File: config.mk
export PLATFORM = sky130hd
export DESIGN_NAME = axi2mem_wr_cmd_seq
export DESIGN_NICKNAME = d
export VERILOG_FILES = /design/src/rtl/axi2mem_wr_cmd_seq.sv
export SDC_FILE = /design/constraint.sdc
export NUM_CORES = 1
export LEC_CHECK = 0
export CAP_MARGIN = 15
export CELL_PAD_IN_SITES_DETAIL_PLACEMENT = 2
export CELL_PAD_IN_SITES_GLOBAL_PLACEMENT = 2
export CORE_MARGIN = 3
export CORE_UTILIZATION = 30
export DETAILED_ROUTE_END_ITERATION = 6
export PLACE_DENSITY = 0.85
export SKIP_CTS_REPAIR_TIMING = 1
export SYNTH_ARGS = -nofsm -noshare
export SYNTH_HDL_FRONTEND = slang
export SYNTH_SLANG_ARGS = --single-unit
File: constraint.sdc
create_clock -name clk_i -period 14.54 [get_ports clk_i]
set_input_delay 2.908 -clock clk_i [delete_from_list [all_inputs] [get_ports clk_i]]
set_output_delay 2.908 -clock clk_i [all_outputs]
set_load 0.02 [all_outputs]
File: src/rtl/axi2mem_wr_cmd_seq.sv
// AXI write-burst command sequencer: expands one AW burst into per-beat TCDM
// word commands and returns end-of-burst synchronisation pulses as B responses.
module axi2mem_wr_cmd_seq #(
    parameter int ID_WIDTH = 6,
    parameter int B_DEPTH  = 2
) (
    input  logic                clk_i,
    input  logic                rst_i,
    input  logic                aw_valid_i,
    output logic                aw_ready_o,
    input  logic [31:0]         aw_addr_i,
    input  logic [7:0]          aw_len_i,
    input  logic [2:0]          aw_size_i,
    input  logic [1:0]          aw_burst_i,
    input  logic [ID_WIDTH-1:0] aw_id_i,
    output logic                trans_req_o,
    input  logic                trans_gnt_i,
    output logic [31:0]         trans_add_o,
    output logic [ID_WIDTH-1:0] trans_id_o,
    output logic                trans_last_o,
    input  logic                synch_req_i,
    input  logic [ID_WIDTH-1:0] synch_id_i,
    output logic                b_valid_o,
    input  logic                b_ready_i,
    output logic [ID_WIDTH-1:0] b_id_o,
    output logic [1:0]          b_resp_o
);
    localparam int CW = $clog2(B_DEPTH + 1);
    localparam int PW = (B_DEPTH > 1) ? $clog2(B_DEPTH) : 1;

    typedef enum logic {IDLE, BURST} state_t;

    state_t              state_reg, state_next;
    logic [31:0]         cur_addr_reg, cur_addr_next;
    logic [7:0]          len_reg, len_next;
    logic [7:0]          beat_cnt_reg, beat_cnt_next;
    logic [2:0]          size_reg, size_next;
    logic [1:0]          burst_reg, burst_next;
    logic [ID_WIDTH-1:0] id_reg, id_next;
    logic [CW-1:0]       outstanding_reg, outstanding_next;

    logic                aw_ready;
    logic                aw_hs;
    logic                b_hs;
    logic                last_beat;
    logic [31:0]         inc;
    logic [31:0]         aligned;
    logic [31:0]         incr_addr;
    logic [31:0]         wrap_size;
    logic [31:0]         adv_addr;

    logic [ID_WIDTH-1:0] fifo_mem [B_DEPTH];
    logic [PW-1:0]       wr_ptr_reg, rd_ptr_reg;
    logic [CW-1:0]       count_reg;
    logic                push, pop;

    assign last_beat = (beat_cnt_reg == len_reg);

    // Next beat address: FIXED holds, INCR aligns then steps, WRAP folds back
    // to the wrap-window base once the step crosses the window boundary.
    always_comb begin
        inc       = 32'd1 << size_reg;
        aligned   = cur_addr_reg & ~(inc - 32'd1);
        incr_addr = aligned + inc;
        wrap_size = ({24'd0, len_reg} + 32'd1) << size_reg;
        adv_addr  = incr_addr;
        case (burst_reg)
            2'b00: adv_addr = cur_addr_reg;
            2'b10: begin
                if ((incr_addr & (wrap_size - 32'd1)) == 32'd0) begin
                    adv_addr = incr_addr - wrap_size;
                end
            end
            default: adv_addr = incr_addr;
        endcase
    end

    always_comb begin
        state_next    = state_reg;
        cur_addr_next = cur_addr_reg;
        len_next      = len_reg;
        beat_cnt_next = beat_cnt_reg;
        size_next     = size_reg;
        burst_next    = burst_reg;
        id_next       = id_reg;
        aw_ready      = 1'b0;
        trans_req_o   = 1'b0;
        case (state_reg)
            IDLE: begin
                // Gated by rst_i so nothing is accepted while reset is held.
                aw_ready = (outstanding_reg < CW'(B_DEPTH)) && !rst_i;
                if (aw_valid_i && aw_ready) begin
                    cur_addr_next = aw_addr_i;
                    len_next      = aw_len_i;
                    size_next     = aw_size_i;
                    burst_next    = aw_burst_i;
                    id_next       = aw_id_i;
                    beat_cnt_next = 8'd0;
                    state_next    = BURST;
                end
            end
            BURST: begin
                trans_req_o = 1'b1;
                if (trans_gnt_i) begin
                    if (last_beat) begin
                        state_next = IDLE;
                    end else begin
                        beat_cnt_next = beat_cnt_reg + 8'd1;
                        cur_addr_next = adv_addr;
                    end
                end
            end
            default: state_next = IDLE;
        endcase
    end

    assign aw_ready_o   = aw_ready;
    assign aw_hs        = aw_valid_i && aw_ready;
    assign trans_add_o  = cur_addr_reg;
    assign trans_id_o   = id_reg;
    assign trans_last_o = (state_reg == BURST) && last_beat;

    always_comb begin
        outstanding_next = outstanding_reg;
        case ({aw_hs, b_hs})
            2'b10:   outstanding_next = outstanding_reg + CW'(1);
            2'b01:   outstanding_next = outstanding_reg - CW'(1);
            default: outstanding_next = outstanding_reg;
        endcase
    end

    always_ff @(posedge clk_i or posedge rst_i) begin
        if (rst_i) begin
            state_reg       <= IDLE;
            cur_addr_reg    <= 32'd0;
            len_reg         <= 8'd0;
            beat_cnt_reg    <= 8'd0;
            size_reg        <= 3'd0;
            burst_reg       <= 2'd0;
            id_reg          <= '0;
            outstanding_reg <= '0;
        end else begin
            state_reg       <= state_next;
            cur_addr_reg    <= cur_addr_next;
            len_reg         <= len_next;
            beat_cnt_reg    <= beat_cnt_next;
            size_reg        <= size_next;
            burst_reg       <= burst_next;
            id_reg          <= id_next;
            outstanding_reg <= outstanding_next;
        end
    end

    // Response FIFO; the outstanding limit guarantees a push never meets a full FIFO.
    assign push      = synch_req_i;
    assign pop       = b_hs;
    assign b_valid_o = (count_reg != '0);
    assign b_hs      = b_valid_o && b_ready_i;
    assign b_id_o    = fifo_mem[rd_ptr_reg];
    assign b_resp_o  = 2'b00;

    always_ff @(posedge clk_i or posedge rst_i) begin
        if (rst_i) begin
            for (int i = 0; i < B_DEPTH; i++) begin
                fifo_mem[i] <= '0;
            end
            wr_ptr_reg <= '0;
            rd_ptr_reg <= '0;
            count_reg  <= '0;
        end else begin
            if (push) begin
                fifo_mem[wr_ptr_reg] <= synch_id_i;
                wr_ptr_reg <= (wr_ptr_reg == PW'(B_DEPTH - 1)) ? '0 : wr_ptr_reg + PW'(1);
            end
            if (pop) begin
                rd_ptr_reg <= (rd_ptr_reg == PW'(B_DEPTH - 1)) ? '0 : rd_ptr_reg + PW'(1);
            end
            if (push && !pop) begin
                count_reg <= count_reg + CW'(1);
            end else if (pop && !push) begin
                count_reg <= count_reg - CW'(1);
            end
        end
    end

endmodule

# [Word level (Yosys, flattened, before mapping)]
# Cells that the tools add are included.
[op_classes] addsub=12 mul=0 div=0 magnitude_cmp=4 eq_ne=8 shift=2 muxes=27 n_bitwise=6 n_reduce_logical=19
[ops] cell="$mux 32" count=4
[ops] cell="$pmux 32 s2" count=2
[ops] cell="$and 32x32->32" count=2
[ops] cell="$sub 32x1->32 const B" count=2
[ops] cell="$add 32x32->32" count=1
[ops] cell="$logic_not 32->1" count=1
[ops] cell="$not 32->32" count=1
[ops] cell="$shl 1x3->32 const A" count=1
[ops] cell="$shl 9x3->32" count=1
[ops] cell="$sub 32x32->32" count=1
[ops] cell="$mux 6" count=4
[ops] cell="$mux 8" count=3
[ops] cell="$pmux 8 s2" count=1
[ops] cell="$bwmux 12" count=1
[ops] cell="$add 8x1->9 const B" count=1
[ops] cell="$add 8x1->8 const B" count=1
[ops] cell="$eq 8x8->1" count=1
[ops] cell="$logic_and 1x1->1" count=8
[ops] cell="$ne 2x2->1 const B" count=4
[ops] cell="$mux 1" count=7
[ops] cell="$demux 6 s1" count=1
[ops] cell="$reduce_bool 2->1" count=3
[ops] cell="$add 2x1->2 const B" count=2
[ops] cell="$eq 2x2->1 const B" count=2
[ops] cell="other kinds (16)" count=23
[totals] regBits=78 latch_bits=0 mem_bits_rw=0 romBits=0 inputBits=63 out_inout_bits=50 elab_cells=91 mem_count=0

# [Logic depth before layout (Yosys ltp)]
# Gate-level depths: netlist (run 1).
[depth] word_depth=12 depth_mapped=24 depth_no_buf=21

# [Worst setup path before layout (run 1)]
# No wires, ideal clock.
[synth_timing] path_kind="input port to output port" start="input rst_i" end="output aw_ready_o" arrival_ps=3394 path_slack_ps=8238 path_stages=1 path_buffers=0 path_cell_list="nor3_1"
[synth_between] elab_chain_cells=3
[synth_lines] element="start: declaration" line_no="8" text="input logic rst_i,"
[synth_lines] element="$logic_not 1->1 (no line)"
[synth_lines] element="$logic_and 1x1->1" line_no="91" text="aw_ready = (outstanding_reg < CW'(B_DEPTH)) && !rst_i;"
[synth_lines] element="$mux 1" line_no="88" text="case (state_reg)"
[synth_lines] element="end: declaration" line_no="10" text="output logic aw_ready_o,"
# Every way passes these cells.

# [Worst setup path after layout (run 1)]
# Ends and elaborated chain as after synthesis.

==> impl_metrics.yaml, run 1 <==
flow_run:
  drv_cap: 0
logic_synthesis:
  syn_area_per_cell_sq_um: 7.846
  synth.distinct_cells: 84
  synthSimpleGateAreaFrac_pct: 27.21
  synthArstFlopShare_pct: 100.0
  synth_seq_cells: 78
  synthXorXnorAreaFrac_pct: 8.337
  synth_compound_area_share_pct: 22.91
  synth_top_family_by_area: "simple AND/OR/NAND/NOR gates"
  synth_edf_count: 0
  synth_fa_ha_area_share_pct: 4.468
  ys_warn_count: 0
  synth_seq_area_share_pct: 25.25
  muxShareOfSynthArea_pct: 6.039
  synth_flop_cell: "dfrtp_1"
  syn-instance-count: 985
  syn_area_sq_um: 7729
route:
  wire_per_inst_microns: 23.01
  drc: 0
  drt_wl_total_microns: 32080
  drt_iter0_drc: 536
  antenna_left: 0
  drt_pass1_iterations: 5
  vias: 8223
  routed_via_density: 5.899
sta:
  timing.final.crit_period_ns: 7.121
  fin_ws_ns: 7.419
  hold_viol: 0
  relSlewSlack_pct: 31.55
  fin_crit_sh_pct: 48.97
  tns_ns: 0
  finalSetupViolCount: 0
  finalClockSkew_ns: 0.01064
  holdWs_ns: 0.4850
  max_freq_ghz: 0.1404
  maxSlewViolCount: 0
  worstMarginPinSlew_ns: 1.017
  rsz0062_at_grt: "false"
clock_tree:
  cts.sinks: 78
  root_buffer: "clkbuf_16"
  clk_latency_ns: 0.36
  cts_tree: "built"
  htreeDepth: 3
  clk_pin_slew_ns: 0.07
  numCtsBuffers: 9
  clockBufferDepth: 2
floorplan:
  io_pins: 113
  fp.dieH_microns: 166.5
  core_sq_um: 25250
  fp-row-count: 58
  die_area_sq_um: 27720
  start_util_pct: 30.60
  dieWidth_microns: 166.5
power:
  p_leak_nw: 3.978
  p_seq_share_pct: 22.5
  p_switching_w: 0.0009432
  power_frac_clock_pct: 13.3
  comb_power_share_pct: 64.3
  p_per_area_nw_per_um2: 192.6
  p_int_w: 0.0008684
  swShare_pct: 52.06
  ir_drop_v: 0.0001076
worst_hold_path:
  min_path_type: "register to register"
critical_path:
  cp-end-kind: "primary output"
  required_ns: 11.63
  r2r_slack_ns: 7.55
  crit_type: "input pin to primary output"
  crit_fanout: 2
  arrival_ns: 4.21
  start_kind: "input pin"
global_routing:
  grt_pass1_vias: 8834
  antenna_found_initial: 0
  grt_overflow: 0
  grt_start_max_net_pins: 79
  grt_usage_pct: 22.79
  grt_pass1_wl_microns: 51250
finish:
  antenna_cells: 0
  largest_reg_flops: 32
  layout-drive-gt1-share_pct: 7.425
  nFillCells: 2921
  nets: 1149
  syn2layout_area_growth_pct: 21.68
run_status:
  status: "finished, final reports clean"
place:
  gp_congestion: 0.8838
  dp.final_hpwl_microns: 23510
  io_buffer_count: 110
  dp_slack_ns: 7.434
[metrics by stage]
| step | power [W] | cell area [sq um] | std cells | util (%) |
|---|---|---|---|---|
| floorplan | 0.001141 | 7732 | 986 | - |
| global placement | 0.001482 | 9079 | 1377 | 35.95 |
| detailed placement | 0.001532 | 9079 | 1377 | 35.95 |
| CTS | 0.001805 | 9376 | 1393 | 37.13 |
| global route | 0.001937 | 9404 | 1394 | 37.24 |
| finish | 0.001812 | 9404 | 1394 | 37.24 |
[layout by cell type (no fill, tap or decap), types with 10 or more instances in the layout]
cell type        synthesis  routed
mux2_2                  21      21
nor2b_1                 10      10
nand2_1                111     111
buf_4                    3      13
o211ai_1                17      17
xor2_1                  34      34
mux2i_1                 23      23
and3_1                  39      39
clkdlybuf4s50_1          0     110
nand4_1                 21      21
a211oi_1                13      13
or3_1                   17      17
o21a_1                  12      12
nor4_1                  16      16
a21oi_1                 65      64
dfrtp_1                 78      78
nor3b_1                 10      10
o21ai_0                 57      57
xnor2_1                 37      37
nand3_1                 29      29
nor3_1                  19      19
inv_1                   46      45
nor2_1                  59      59
ha_1                    26      26
o31ai_1                 13      13
and2_1                  14      14
[metal layers]
layer / share of wire (%) / wire, microns / track usage [%] / vias up
met2: 49 / 15770 / 38.94 / 192
met3: 3.2 / 1020 / 1.804 / 50
met1: 45 / 14350 / 30.44 / 4231
met4: 2.9 / 935 / 7.855 / 0
li1: - / - / - / 3750
met5: 0 / 0 / 0 / -
[Yosys cell counts, drive strengths merged, types with 6 or more instances]
master	number	area, sq um
xor2	34	297.8
nor4	17	112.6
a211oi	13	97.59
o21a	12	90.09
and3	39	244.0
a21oi	65	325.3
a31oi	6	37.54
or3	17	106.4
mux2	21	236.5
nor2b	10	62.56
nor3b	10	75.07
clkbuf	42	158.9
o31ai	13	97.59
xnor2	37	324.1
buf	20	111.4
inv	46	172.7
and2	16	100.1
dfrtp	78	1952
o2111ai	6	52.55
nor3	21	115.1
mux2i	23	230.2
or2	8	50.05
nand2b	9	56.30
o31a	6	52.55
nor2	59	221.5
nand3	30	162.7
ha	26	325.3
nand2	113	429.2
o21ai	59	295.3
a21o	8	60.06
o211ai	17	127.6
nand4	21	131.4
[worst paths after layout]
check	end	startpoint	depth (start not counted)
worst max-delay path	aw_ready_o	rst_i	3
worst min-delay path	trans_id_o[1]	trans_id_o[1]	2
worst max register to register	trans_add_o[24]	size_reg[0]	21
worst min register to register	trans_id_o[1]	trans_id_o[1]	2
max in group asynchronous	trans_add_o[9]	rst_i	4
min in group asynchronous	fifo_mem[0]	rst_i	3
[kinds of logic (layout without fill, tap and decap cells)]
logic type | count (synthesis) | after routing
DFF | 78 | 78
xor gates and xnor gates | 72 | 72
AOI/OAI and AO/OA | 259 | 259
muxes | 44 | 44
other | 1 | 2
and+or+nand+nor | 396 | 396
adders and majority gates | 27 | 27
buffers and inverters | 108 | 186
[area by class of cell]
cell class / count / area, sq um / area share (%)
multi-input combinational: 800 / 5341 / 56.80
clock inverter: 7 / 72.57 / 0.7717
inverter: 46 / 173.9 / 1.849
tap: 330 / 412.9 / 4.391
timing repair buffer: 124 / 1226 / 13.04
sequential: 78 / 1952 / 20.76
clock buffer: 9 / 225.2 / 2.395
[power groups by stage]
stage	sequential, W	combinational, W	clock (W)
floorplan	0.000381	0.000760	0
global route	0.000420	0.00126	0.000254
CTS	0.000405	0.00116	0.000245
global placement	0.000400	0.00108	0
finish	0.000407	0.00116	0.000240
detailed placement	0.000405	0.00113	0
[critical path, stage by stage]
cell	delay, ns
clkdlybuf4s50_1	0.45
nor3_1	0.20
clkdlybuf4s50_1	0.66
Power figures use the tool's default switching activity.
==> run 2: changes to the inputs <==
--- a/config.mk
+++ b/config.mk
@@ -11,7 +11,7 @@
 export CORE_MARGIN = 3
 export CORE_UTILIZATION = 30
 export DETAILED_ROUTE_END_ITERATION = 6
-export PLACE_DENSITY = 0.85
+export PLACE_DENSITY = 0.88
 export SKIP_CTS_REPAIR_TIMING = 1
 export SYNTH_ARGS = -nofsm -noshare
 export SYNTH_HDL_FRONTEND = slang
==> constraint.sdc (replaced) <==
create_clock -name clk_i -period 6.3 [get_ports clk_i]
set_input_delay 1.26 -clock clk_i [delete_from_list [all_inputs] [get_ports clk_i]]
set_output_delay 1.26 -clock clk_i [all_outputs]
set_load 0.02 [all_outputs]
==> impl_metrics.yaml, run 2 (same netlist as run 1, synthesis figures left out) <==
flow_run:
  drv_cap: 0
clock_tree:
  clk_pin_slew_ns: 0.08
  cts.sinks: 78
  cts_tree: "built"
  root_buffer: "clkbuf_16"
  htreeDepth: 3
  clk_latency_ns: 0.37
  numCtsBuffers: 9
  clockBufferDepth: 2
floorplan:
  fp.dieH_microns: 166.5
  die_area_sq_um: 27720
  fp-row-count: 58
  io_pins: 113
  core_sq_um: 25250
  dieWidth_microns: 166.5
  start_util_pct: 30.60
finish:
  syn2layout_area_growth_pct: 22.24
  largest_reg_flops: 32
  layout-drive-gt1-share_pct: 8.123
  layout_common_cells: "nand2_1 (111), clkdlybuf4s50_1 (110), dfrtp_1 (78)"
  antenna_cells: 0
  final_common_cell: "nand2_1"
  utilization_pct: 37.41
  nets: 1156
  nFillCells: 2902
route:
  vias: 8443
  drc: 0
  drt_wl_total_microns: 34170
  wire_per_inst_microns: 24.39
  drt_iter0_drc: 601
  drt_pass1_iterations: 5
  routed_via_density: 6.026
  antenna_left: 0
place:
  io_buffer_count: 110
  gp_congestion: 0.9350
  dp.final_hpwl_microns: 25290
sta:
  fin_crit_sh_pct: 93.43
  timing.final.crit_period_ns: 5.886
  holdWs_ns: 0.4781
  finalClockSkew_ns: 0.01327
  relSlewSlack_pct: 18.43
  max_freq_ghz: 0.1699
  maxSlewViolCount: 0
  worstMarginPinSlew_ns: 1.213
  finalSetupViolCount: 0
  hold_viol: 0
  rsz0062_at_grt: "false"
  tns_ns: 0
critical_path:
  required_ns: 6.59
  cp-end-kind: "register"
  r2r_slack_ns: 0.41
  crit_fanout: 25
  start_kind: "register"
  crit_type: "register to register"
  critPathLaunch: "size_reg[1]"
  arrival_ns: 6.18
  worstReg2RegStart: "size_reg[1]"
run_status:
  status: "finished, final reports clean"
global_routing:
  grt_start_max_net_pins: 45
  grt_pass1_wl_microns: 53430
  grt_usage_pct: 23.89
  grt_pass1_vias: 9166
  grt_overflow: 0
  antenna_found_initial: 1
worst_hold_path:
  worstHoldStart: "count_reg[1]"
  min_path_type: "register to register"
power:
  p_leak_nw: 4.015
  p_per_area_nw_per_um2: 452.8
  ir_drop_v: 0.0002039
## run 2: final cells by class
class                   count  area, sq um  area share (%)
well taps                 330        412.9           4.370
multi-input cells         800         5349           56.62
clock buffers               9        225.2           2.384
flip-flops and latches     78         1952           20.66
clock inverters             7        76.32          0.8078
repair buffers            131         1259           13.32
inverters                  46        173.9           1.841
## run 2: power breakdown
part           switching, W  internal, W
combinational       0.00169      0.00108
sequential         0.000272     0.000665
clock              0.000282     0.000283
total               0.00225      0.00203
## run 2: path summary, 6_finish.rpt
check	to	cells past startpoint
setup / recovery	trans_add_o[20]	21
hold / removal	count_reg[1]	1
setup reg to reg	trans_add_o[20]	21
hold reg to reg	count_reg[1]	1
max in group asynchronous	len_reg[5]	3
min in group asynchronous	trans_add_o[5]	2
## run 2: per-stage QoR
step / power [W] / instance area [sq um] / setup WS (ns) / cells
2_1_floorplan: 0.002634 / 7732 / 0.9941 / 986
3_3_place_gp: 0.003444 / 9139 / 0.8295 / 1385
3_5_place_dp: 0.003595 / 9139 / 0.5198 / 1385
4_1_cts: 0.004222 / 9440 / 0.1488 / 1401
5_1_grt: 0.004519 / 9448 / 0.09274 / 1401
6_report: 0.004278 / 9448 / 0.4138 / 1401
## run 2: critical path, cell delays in order (launching register included)
cell and delay (ns):
dfrtp_1 0.39, buf_4 0.28, nand2_1 0.18, nor2_1 0.21, inv_1 0.07, ha_1 0.29
and2_1 0.15, ha_1 0.39, a21bo_2 0.27, a211oi_1 0.49, o211ai_1 0.23, xor2_1 0.30
inv_1 0.11, ha_1 0.32, o21ai_0 0.09, a21oi_1 0.13, o41ai_2 0.39, o21ai_1 0.30
nor3_1 0.32, nand2_2 0.19, or4_1 0.57, nand3_1 0.13
## run 2: layer usage
metal  GRT usage, %  vias to the layer above  routed length (microns)
met1          30.95                     4340                    14820
met5              0                        -                       13
li1               -                     3753                        -
met2          40.98                      277                    16720
met4          8.752                        2                     1080
met3          2.872                       71                     1536
